`config.mk`:
```
export PLATFORM = sky130hd
export DESIGN_NAME = output_serializer
export DESIGN_NICKNAME = d
export VERILOG_FILES = /design/src/rtl/output_serializer.sv
export SDC_FILE = /design/constraint.sdc
export NUM_CORES = 1
export LEC_CHECK = 0
export ABC_CLOCK_PERIOD_IN_PS = 1550
export BUFFER_PORTS_ARGS = -buffer_cell sky130_fd_sc_hd__buf_2
export CAP_MARGIN = 40
export CELL_PAD_IN_SITES_DETAIL_PLACEMENT = 2
export CELL_PAD_IN_SITES_GLOBAL_PLACEMENT = 2
export CORE_MARGIN = 3
export CORE_UTILIZATION = 30
export DETAILED_ROUTE_END_ITERATION = 16
export PLACE_DENSITY = 0.83
export SYNTH_ARGS = -nofsm -noshare
export SYNTH_HDL_FRONTEND = slang
export SYNTH_SLANG_ARGS = --single-unit
```
`constraint.sdc`:
```
create_clock -name clk -period 1.55 [get_ports clk]
set_input_delay 0.31 -clock clk [delete_from_list [all_inputs] [get_ports clk]]
set_output_delay 0.31 -clock clk [all_outputs]
set_load 0.05 [all_outputs]
```
`src/rtl/output_serializer.sv`:
```
// output_serializer: splits one IN_W-bit result word into ceil(IN_W/OUT_W) beats of OUT_W bits,
// least-significant chunk first. It uses a valid/ready handshake on both sides, marks the last
// beat, sends back-to-back words without bubbles and supports a synchronous flush.
// Optional build macro: OSER_BYPASS_EN presents beat 0 combinationally from in_data while idle,
// giving zero latency on the first beat.
module output_serializer #(
  parameter int unsigned IN_W      = 32,
  parameter int unsigned OUT_W     = 9,
  localparam int unsigned NUM_BEATS = (IN_W + OUT_W - 1) / OUT_W,
  localparam int unsigned BEAT_W    = (NUM_BEATS > 1) ? $clog2(NUM_BEATS) : 1
) (
  input  logic              clk,
  input  logic              rst_n,
  input  logic              flush,
  input  logic [IN_W-1:0]   in_data,
  input  logic              in_valid,
  output logic              in_ready,
  output logic [OUT_W-1:0]  out_data,
  output logic              out_valid,
  input  logic              out_ready,
  output logic              out_last,
  output logic [BEAT_W-1:0] out_beat
);

  localparam int unsigned       BUF_W    = NUM_BEATS * OUT_W;
  localparam logic [BEAT_W-1:0] LastBeat = BEAT_W'(NUM_BEATS - 1);

  typedef enum logic [0:0] {StIdle, StSend} state_e;

  state_e              r_state;
  logic [BUF_W-1:0]    r_buf;
  logic [BEAT_W-1:0]   r_cnt;

  state_e              w_state_nxt;
  logic [BUF_W-1:0]    w_buf_nxt;
  logic [BEAT_W-1:0]   w_cnt_nxt;
  logic [BUF_W-1:0]    w_ext;
  logic                w_last;
  logic                w_accept;
  logic                w_xfer;

  assign w_last   = (r_cnt == LastBeat);
  assign in_ready = !flush && ((r_state == StIdle) ||
                               ((r_state == StSend) && out_ready && w_last));
  assign w_accept = in_valid && in_ready;
  assign w_xfer   = out_valid && out_ready;

  // Zero-extend the incoming word so the final beat is padded with zeros above IN_W-1.
  always_comb begin
    w_ext             = '0;
    w_ext[IN_W-1:0]   = in_data;
  end

  // Present the current beat from the held word; optionally bypass beat 0 while idle.
  always_comb begin
    out_valid = 1'b0;
    out_data  = '0;
    out_beat  = '0;
    out_last  = 1'b0;
    if (r_state == StSend) begin
      out_valid = 1'b1;
      out_data  = OUT_W'(r_buf >> (32'(r_cnt) * OUT_W));
      out_beat  = r_cnt;
      out_last  = w_last;
    end
`ifdef OSER_BYPASS_EN
    else if (in_valid && !flush) begin
      out_valid = 1'b1;
      out_data  = in_data[OUT_W-1:0];
      out_last  = (NUM_BEATS == 1);
    end
`endif
  end

  // Next-state logic: load on accept, step through beats, reload on last beat, flush to idle.
  always_comb begin
    w_state_nxt = r_state;
    w_buf_nxt   = r_buf;
    w_cnt_nxt   = r_cnt;
    if (flush) begin
      w_state_nxt = StIdle;
      w_cnt_nxt   = '0;
    end else begin
      case (r_state)
        StIdle: begin
          if (w_accept) begin
            w_buf_nxt   = w_ext;
            w_cnt_nxt   = '0;
            w_state_nxt = StSend;
`ifdef OSER_BYPASS_EN
            // Beat 0 already left through the bypass path this cycle.
            if (out_ready) begin
              if (NUM_BEATS == 1) begin
                w_state_nxt = StIdle;
              end else begin
                w_cnt_nxt = BEAT_W'(1);
              end
            end
`endif
          end
        end
        StSend: begin
          if (w_xfer) begin
            if (!w_last) begin
              w_cnt_nxt = r_cnt + 1'b1;
            end else if (w_accept) begin
              // Back-to-back: next word starts right after the last beat, no bubble.
              w_buf_nxt = w_ext;
              w_cnt_nxt = '0;
            end else begin
              w_state_nxt = StIdle;
              w_cnt_nxt   = '0;
            end
          end
        end
        default: begin
          w_state_nxt = StIdle;
          w_cnt_nxt   = '0;
        end
      endcase
    end
  end

  // State, word buffer and beat counter registers.
  always_ff @(posedge clk or negedge rst_n) begin
    if (!rst_n) begin
      r_state <= StIdle;
      r_buf   <= '0;
      r_cnt   <= '0;
    end else begin
      r_state <= w_state_nxt;
      r_buf   <= w_buf_nxt;
      r_cnt   <= w_cnt_nxt;
    end
  end

endmodule
```
After elaboration in Yosys (flattened, before gate mapping)

Cells that the tools add are included.

Register bits: 39
Input port bits: 37
Output and inout port bits: 14
Logic and storage cells: 40

$add $sub $neg: 1
Multiply operators: 1
Eq/ne operators: 5
Shift-type cells: 1
Multiplexer cells: 18
Bitwise gates (word level): 2
Reductions and logical operators: 9

Operators with widths:

| operator              | number |
|---|---|
| $mux W36              | 3 |
| $pmux W36 S2          | 1 |
| $shr A36 B6 Y9        | 1 |
| $mux W2               | 5 |
| $mux W9               | 1 |
| $mul A2 B4 Y6 const B | 1 |
| $mux W1               | 6 |
| $logic_and A1 B1 Y1   | 5 |
| $ne A2 B1 Y1 const B  | 2 |
| $pmux W2 S2           | 1 |
| $ne A3 B2 Y1 const B  | 1 |
| $ne A3 B3 Y1 const B  | 1 |
| $reduce_and A3 Y1     | 1 |
| $add A2 B1 Y2 const B | 1 |
| $eq A2 B2 Y1 const B  | 1 |
| $not A1 Y1            | 2 |
| $pmux W1 S2           | 1 |
| $reduce_and A2 Y1     | 1 |
| $logic_not A1 Y1      | 1 |
| $logic_or A1 B1 Y1    | 1 |

Logic depth before layout (Yosys ltp)

Word-level depth: 10
Gate-level depth with buffers: 5
Gate-level depth less buffers: 4

Worst setup path after synthesis

Ideal clock, no wire load.

Path kind: flip-flop to output port
Start point: register r_state
End point: output port out_data[0]
Arrival: 1,886 ps
Required time: 1,240 ps
Setup slack: -646 ps
Cell stages (with the launch flop): 4
Path buffers: 1
Cells stage by stage: dfrtp_1 -> clkbuf_1 -> nand2_1 -> o22ai_1

Cells in the longest elaborated chain, start to end: 1

RTL lines:

| what                   | line | source |
|---|---|---|
| start, declared        | 30   | `state_e r_state;` |
| start signal, assigned | 127  | `r_state <= StIdle;` |
| start signal, assigned | 131  | `r_state <= w_state_nxt;` |
| $mux W9                | 60   | `if (r_state == StSend) begin` |
| end, declared          | 18   | `output logic [OUT_W-1:0] out_data,` |

Every way passes these cells.

Worst setup path in the final report

Start point: register r_cnt[1]
End point: output port out_data[2]

Cells in the longest elaborated chain, start to end: 3

RTL lines:

| what                   | line | source |
|---|---|---|
| start, declared        | 32   | `logic [BEAT_W-1:0] r_cnt;` |
| start signal, assigned | 133  | `r_cnt <= w_cnt_nxt;` |
| $mul A2 B4 Y6          | 62   | `out_data = OUT_W'(r_buf >> (32'(r_cnt) * OUT_W));` |
| $shr A36 B6 Y9         | 62   |  |
| $mux W9                | 60   |  |

Every way passes these cells.

==> flow_metrics.env <==
export IMPL_first_global_vias=1569
export IMPL_crit_path_max_incr_delay_ns=0.47
export IMPL_hp_start="in_data[19]"
export IMPL_syn_num_nets=163
export IMPL_diodes=0
export IMPL_ioPinCount=51
export IMPL_drc_errors=0
export IMPL_start_kind="flop"
export IMPL_synth_top_family_by_area="multiplexers"
export IMPL_via_per_inst=5.112
export IMPL_nets=235
export IMPL_vias=1365
export IMPL_synth_edff_count=0
export IMPL_cap_violations=0
export IMPL_drv_slew=0
export IMPL_met1_length_um=3035
export IMPL_cts_tree="done"
export IMPL_tightest_slew_ns=0.2841
export IMPL_synth_area_leader_cell="dfrtp_1"
export IMPL_clock_sinks=35
export IMPL_critPathKind="reg -> out"
export IMPL_grt_pass1_wl_um=9535
export IMPL_rsz0062_at_grt="yes"
export IMPL_min_period_over_period=1.236
export IMPL_grt_max_degree=17
export IMPL_hold_viol=0
export IMPL_die_x_um=81.01
export IMPL_dr_pass1_iters=4
export IMPL_slew_headroom=0.8052
export IMPL_detail_route_antenna_nets=0
export IMPL_io_buffers=50
export IMPL_drt_iter0_markers=60
export IMPL_dp_hpwl_um=3871
export IMPL_numCtsBuffers=5
export IMPL_crit_path_cell_trace="buf_4, mux2i_1, buf_4, o22ai_4, buf_6"
export IMPL_synth_xor_area_share=0
export IMPL_clockRootBuffer="clkbuf_8"
export IMPL_top_layer="met4"
export IMPL_synth_top_area_share=0.5189
export IMPL_critPathRequiredTime_ns=1.24
export IMPL_p_clk_frac=0.232
export IMPL_gp_congestion=0.8039
export IMPL_violations="setup timing"
export IMPL_synth_simple_area_share=0.07042
export IMPL_rows=26
export IMPL_worst_clock_skew_ns=0.009057
export IMPL_async_flop_share=1.000
export IMPL_synth_common_cells="35 x dfrtp_1, 26 x mux2_2, 15 x mux2i_1"
export IMPL_initial_core_util=0.3203
export IMPL_syn_instance_count=125
export IMPL_dieArea_um2=6563
export IMPL_dpl_cell_count=251
export IMPL_drt_total_wl_um=7260
export IMPL_antenna_found_initial=0
export IMPL_worst_slack_ns=-0.3658
export IMPL_peakVddDrop_v=0.0004292
export IMPL_core_um2=5270
export IMPL_power_leakage_nw=1.219
export IMPL_synth_fa_ha_area_frac=0.007413
export IMPL_status="finished, violations left"
export IMPL_dr_wl_met3_um=307
export IMPL_yosys_register_bits=35
export IMPL_path_common_cell="buf_4"
export IMPL_total_power_mw=2.982
export IMPL_syn_mean_instance_area_um2=13.50
export IMPL_clock_fmax_mhz=522.0
export IMPL_die_height_um=81.01
export IMPL_clk_pin_slew_ns=0.08
export IMPL_fill_cells=505
export IMPL_synth_most_common_cell="dfrtp_1"
export IMPL_synth_mux_area_frac=0.3158
export IMPL_grt_remaining_overflow=0
export IMPL_sw_frac_of_total=0.3344
export IMPL_finalSetupViolations=45
export IMPL_layout_cells_non_filler=267
export IMPL_regArea_um2=879.6
export IMPL_layout_min_cycle_time_ns=1.916
export IMPL_synth_warnings=0
export IMPL_clkLatencyLatePin_ns=0.29
export IMPL_crit_path_end_kind="output pin"
export IMPL_r2r_start="r_cnt[1]$_DFFE_PN0P_"
export IMPL_synthTopCellsByArea="dfrtp_1 52%, mux2_2 17%, mux2i_1 8.9%"
export IMPL_ys_types=21
export IMPL_slowest_stage="dfrtp_2"
export IMPL_intPower_mw=1.985
export IMPL_cp_data_arrival_time_ns=1.61
export IMPL_grt_use_total=0.2057
export IMPL_pwr_share_comb=0.346
export IMPL_wl_per_cell_um=27.19
export IMPL_cp_startpoint="r_cnt[1]$_DFFE_PN0P_"
export IMPL_p_seq_frac=0.422
export IMPL_htreeDepth=2
export IMPL_area_growth_pct=59.90
export IMPL_synth_compound_area_share=0.05263
export IMPL_worst_path_max_fanout=5
export IMPL_syn_cell_area_um2=1688
export IMPL_multi_input_area_um2=1050
export IMPL_p_per_area_nw_per_um2=1105
export IMPL_synth_ff_type="dfrtp_1"
export IMPL_worst_hold_path_type="in -> reg"
export IMPL_ys_seq_area_frac=0.5189
export IMPL_ctsLongestPathBuffers=2
export IMPL_drive_above_1_share=0.7157
export IMPL_wl_met2_um=3661
export IMPL_switchingPower_mw=0.9973
-- power groups by stage --
stage / logic (mW) / registers (mW) / clock network (mW)
finish: 1.03 / 1.26 / 0.692
global route: 1.08 / 1.27 / 0.767
CTS: 0.896 / 1.21 / 0.689
detailed placement: 0.767 / 1.20 / 0
global placement: 0.725 / 1.18 / 0
floorplan: 0.548 / 1.17 / 0
-- worst paths after layout --
kind / cells after the start / end / slack, ns
max in group asynchronous: 3 / r_cnt[1]$_DFFE_PN0P_ / 0.64
min in group asynchronous: 2 / r_state$_DFF_PN0_ / 0.39
min: 2 / r_buf[19]$_DFFE_PN0P_ / 0.25
min reg2reg: 1 / r_buf[19]$_DFFE_PN0P_ / 0.53
max: 5 / out_data[2] / -0.37
max reg2reg: 8 / r_buf[26]$_DFFE_PN0P_ / -0.32
-- worst max-delay path, delay by kind of cell, from the launching register on --
family,cells,cell delay [ns]
buf+inv,3,0.53
flops,1,0.47
mux,1,0.14
compound gates,1,0.17
-- cell usage in the layout (no fill, tap or decap), types with 2 or more instances in the layout --
cell type | Yosys | final
mux2i_1 | 15 | 5
dfrtp_2 | 0 | 3
nand3b_1 | 4 | 4
clkbuf_8 | 0 | 6
mux2_4 | 6 | 32
buf_6 | 3 | 10
mux2i_4 | 0 | 5
a21oi_1 | 2 | 2
mux2i_2 | 0 | 5
o22ai_4 | 0 | 5
dfrtp_1 | 35 | 32
o21ai_1 | 0 | 3
buf_4 | 0 | 13
buf_12 | 0 | 2
buf_8 | 0 | 5
buf_2 | 2 | 39
nor2_1 | 4 | 3
and2_4 | 0 | 5
-- kinds of logic (layout without fill, tap and decap cells) --
| group | count (synthesis) | after routing |
|---|---|---|
| muxes | 47 | 47 |
| DFF | 35 | 35 |
| and+or+nand+nor | 19 | 19 |
| AOI/OAI and AO/OA | 14 | 14 |
| buffers and inverters | 9 | 81 |
| adders and majority gates | 1 | 1 |
-- layer usage --
layer | global-route usage | vias to the layer above
met5 | 0 | -
met4 | 0.07939 | 0
met3 | 0.03548 | 20
met2 | 0.3629 | 49
met1 | 0.2486 | 707
li1 | - | 589
-- timing repair --
| item | 4_1_cts | 5_1_grt |
|---|---|---|
| gates resized for setup | 47 | 29 |
| gates cloned | 2 | 1 |
| pin swaps | 2 | 2 |
| setup endpoints to repair | 45 | 46 |
| endpoints found under the hold margin | 7 | 0 |
| setup buffers | 5 | 0 |
| hold buffers | 1 | 0 |
-- sequential cells by signal (all words and copies together), names as in the netlist --
name / count
r_cnt: 2
r_buf: 32
r_state: 1
-- layout make-up --
cell class / count / area share
Sequential cell: 35 / 0.3259
Clock inverter: 1 / 0.001854
Tap cell: 70 / 0.03245
Multi-Input combinational cell: 81 / 0.3890
Inverter: 2 / 0.004172
Clock buffer: 6 / 0.03060
Timing Repair Buffer: 72 / 0.2160
-- stage by stage --
stage / hold WS (ns) / utilization / setup WS, ns / TNS, ns / area (um^2)
finish: 0.2535 / 0.5121 / -0.3658 / -13.11 / 2699
global route: 0.2433 / 0.5121 / -0.4193 / -15.86 / 2699
CTS: 0.2518 / 0.4824 / -0.2895 / -11.10 / 2542
detailed placement: 0.1704 / 0.4252 / -0.1576 / -3.777 / 2241
global placement: 0.1667 / 0.4252 / -0.04681 / -0.8827 / 2241
floorplan: 0.01441 / - / -0.03573 / -0.4932 / 1836
(Power assumes the default switching activity.)
